`config.mk`:
```
export PLATFORM = sky130hd
export DESIGN_NAME = sort_engine
export DESIGN_NICKNAME = d
export VERILOG_FILES = /design/src/rtl/sort_engine.sv
export SDC_FILE = /design/constraint.sdc
export NUM_CORES = 1
export LEC_CHECK = 0
export BUFFER_PORTS_ARGS = -buffer_cell sky130_fd_sc_hd__buf_2
export CORE_ASPECT_RATIO = 0.9
export CORE_MARGIN = 4
export CORE_UTILIZATION = 45
export CTS_CLUSTER_DIAMETER = 100
export CTS_CLUSTER_SIZE = 16
export DETAILED_ROUTE_END_ITERATION = 8
export PLACE_DENSITY = 0.61
export SYNTH_ARGS = -nofsm -noshare
export SYNTH_HDL_FRONTEND = slang
export SYNTH_SLANG_ARGS = --single-unit
```
`constraint.sdc`:
```
create_clock -name i_clk -period 5.5 [get_ports i_clk]
set_clock_uncertainty 0.15 [all_clocks]
set_input_delay 1.1 -clock i_clk [delete_from_list [all_inputs] [get_ports i_clk]]
set_output_delay 1.1 -clock i_clk [all_outputs]
set_load 0.01 [all_outputs]
```
`src/rtl/sort_engine.sv`:
```
// Odd-even transposition sorting network: one compare-exchange layer per register stage,
// N stages deep, accepting one N-element vector per cycle and emitting it sorted ascending.
module sort_engine #(
  parameter int N = 8,
  parameter int W = 8
) (
  input  logic                i_clk,
  input  logic                i_rst,
  input  logic [N-1:0][W-1:0] i_data,
  input  logic                i_valid,
  output logic [N-1:0][W-1:0] o_sort_data,
  output logic                o_valid
);

  // Handshake: valid-only, no ready. A vector is accepted on every rising edge where
  // i_valid=1 and i_rst=0; o_valid=1 marks a cycle in which o_sort_data carries a new
  // result. The consumer must take it that cycle because there is no backpressure.

  logic [N-1:0][W-1:0] data_q    [N];
  logic [N-1:0]        valid_q;
  logic [N-1:0][W-1:0] layer_in  [N];
  logic [N-1:0][W-1:0] layer_out [N];
  logic [N-1:0]        valid_in;

  assign valid_in = {valid_q[N-2:0], i_valid};

  // Even stages pair (0,1),(2,3)...; odd stages pair (1,2),(3,4)...; unpaired lanes pass.
  always_comb begin
    for (int s = 0; s < N; s++) begin
      layer_in[s]  = (s == 0) ? i_data : data_q[(s == 0) ? 0 : s - 1];
      layer_out[s] = layer_in[s];
      for (int k = 0; k < N - 1; k++) begin
        if ((k % 2) == (s % 2)) begin
          if (layer_in[s][k] > layer_in[s][k+1]) begin
            layer_out[s][k]   = layer_in[s][k+1];
            layer_out[s][k+1] = layer_in[s][k];
          end
        end
      end
    end
  end

  // Data registers only load on a valid beat so the output holds the last result.
  always_ff @(posedge i_clk) begin
    if (i_rst) begin
      valid_q <= '0;
      for (int s = 0; s < N; s++) begin
        data_q[s] <= '0;
      end
    end else begin
      valid_q <= valid_in;
      for (int s = 0; s < N; s++) begin
        if (valid_in[s]) begin
          data_q[s] <= layer_out[s];
        end
      end
    end
  end

  assign o_sort_data = data_q[N-1];
  assign o_valid     = valid_q[N-1];

endmodule

```
==> run metrics <==
drc violations=0; Main synth FF type=edfxtp_1; drt first pass iters=6; Root Buffer=clkbuf_16; Area Overhead vs Synth=3.16%; NumNets Final=4638; Worst-Margin Slew=1.15 ns; Fin Hold WS=0.318 ns; Die Span Y=296 um; max cap viols=0; placed cells=5537; syn nets=4880; Gate Count Post-Synth=4589; VDD IR-drop max=0.219 mV; starting density of the core=45.5%; Final Cycle Share=59.9%; die area=97400 sq um; Final Max Slew Viols=0; Pwr per Cell Area=239 nW/um^2; Crit Path Max Fanout=17; Post-CTS Resized=0; # port buffers=131; Finished Cell Area=42900 sq um; CTS Buf Count=38; via/cell ratio=6.41; mapped cell area=41600 sq um; mux contribution to synthesized area=2.53%; Setup violations, final=0; unrepaired setup endpoints after global routing=false; critical path data required time=5.73 ns; vias in the first global route=32500; H-tree levels=2; Post-Layout Cell Count=5589; Tmin final=3.29 ns; hold buffers post-CTS=0; DR iter-0 viols=3368; most frequent cells in the layout=809 x a21oi_1, 512 x edfxtp_1, 393 x nand2_1, 237 x inv_1, 225 x o211ai_1; first-pass GRT wire length=175000 um; Synth Area in Simple Gates=10.0%; Compound-Gate Fraction of Synth Area=35.5%; total congestion overflow after global routing=0; Arrival @ worst endpoint=3.52 ns; Async SR Flop Fraction=0%; I/O pins=132; routability cong.=0.846; worst min path class=flop to flop; wire length per cell=19.2 um; Core Footprint=91400 sq um; row count=105; Setup Crit Path Kind=flop to flop; register area share after synthesis=37.3%; Fmax=0.304 GHz; largest net degree at the start of global routing=77; Yosys cell types=44; Hold Violations, Final=0; startpoint types=flop; status=finished clean; share of cells above drive strength 1=6.86%; Rel. slew slack=23.3%; wirelength, routed=108000 um; Adder-Cell Fraction of Synth Area=6.74%; crit end category=flop; # Post-CTS Setup Buffers=0; Clock Tree Buf Depth=3; CTS tree=yes; most common cell after layout, fill and taps aside=a21oi_1; largest family of logic cells by synthesized area=compound AO/OA/AOI/OAI gates; post-DP HPWL=69200 um; initial antenna violation count=0; mean post-synth cell area=9.07 sq um; fin worst setup slack=2.21 ns; Worst-path clk slew=0.08 ns; crit-path max cell delay=0.94 ns; die width=329 um; CP cell instances=ha_1, a41oi_1, o21a_1, nor2_1, a22oi_1, a21oi_1; DP Worst Slack=1.64 ns; EDFF count, synth=512; CTS Sinks=520; TNS Setup=0 ns; DP Area=41900 sq um; synth warn=0; DRT antenna net count=0; DR vias=35800; slowest CP cell=nor2_1; XOR/XNOR Fraction of Synth Area=0%; Tot GR Track Use=21.0%; insertion delay to the later sink of the worst-skew pair=0.58 ns; Leak Pwr=15.1 nW; flops & latches, synth=520
## registers in the layout (all words and copies together) (netlist names)
name	flops
valid_q	8
data_q	512
## metrics by stage
step	util, %	total power (W)
2_1_floorplan	-	0.00710
3_3_place_gp	45.8	0.00761
3_5_place_dp	45.8	0.00764
4_1_cts	46.9	0.0103
5_1_grt	46.9	0.0109
6_report	46.9	0.0103
## critical path, delay by kind of cell, from the launching register on
family | cells | cell delay (ns)
AO/OA/AOI/OAI | 4 | 1.09
adder cells (fa/ha/maj) | 1 | 0.38
flip-flops | 1 | 0.52
AND/OR/NAND/NOR | 1 | 0.94
## logic make-up after synthesis
| kind of cell | Yosys count |
|---|---|
| AOI/OAI and AO/OA | 2184 |
| DFF | 520 |
| muxes | 105 |
| and+or+nand+nor | 849 |
| buffers and inverters | 707 |
| adders and majority gates | 224 |
## worst paths after layout
path | startpoint | to | cells after the start | slack, ns
worst min-delay path | valid_q[6]$_SDFF_PP0_ | valid_q[7]$_SDFF_PP0_ | 1 | 0.32
worst max register to register | data_q[1][119]$_SDFFCE_PN0P_ | data_q[1][177]$_SDFFCE_PP0P_ | 6 | 2.21
worst max-delay path | data_q[1][119]$_SDFFCE_PN0P_ | data_q[1][177]$_SDFFCE_PP0P_ | 6 | 2.21
worst min register to register | valid_q[6]$_SDFF_PP0_ | valid_q[7]$_SDFF_PP0_ | 1 | 0.32
## final cells by class
class	instances	area [sq um]
diodes	1	2.50
clock buffers	49	1010
clock inverters	2	17.5
fillers	8737	48500
inverters	239	897
multi-input cells	3362	22800
flip-flops and latches	520	15500
well taps	1230	1540
repair buffers	186	1070
## routing by layer
layer  GRT usage [%]  wire length (um)
met1            31.1             50400
met2            33.6             49600
met3            1.83              5660
met4            4.47              1840
met5               0                 0
## report_power, final
part	leakage, nW	switching [W]	internal [W]
sequential	5.54	0.000267	0.00463
combinational	9.10	0.00173	0.000964
clock	0.501	0.00139	0.00129
total	15.1	0.00339	0.00688
## Yosys cell counts, types with 131 or more instances
| library cell | instances | area (sq um) |
|---|---|---|
| ha_1 | 224 | 2800 |
| inv_1 | 237 | 890 |
| nand2_1 | 396 | 1490 |
| and2_1 | 152 | 951 |
| a22oi_1 | 222 | 1670 |
| clkbuf_1 | 224 | 841 |
| edfxtp_1 | 512 | 15400 |
| a32oi_1 | 208 | 1820 |
| nor2_1 | 154 | 578 |
| a21oi_1 | 816 | 4080 |
| o211ai_1 | 225 | 1690 |
| buf_2 | 131 | 656 |
| o21ai_0 | 208 | 1040 |
Power figures use the tool's default switching activity.
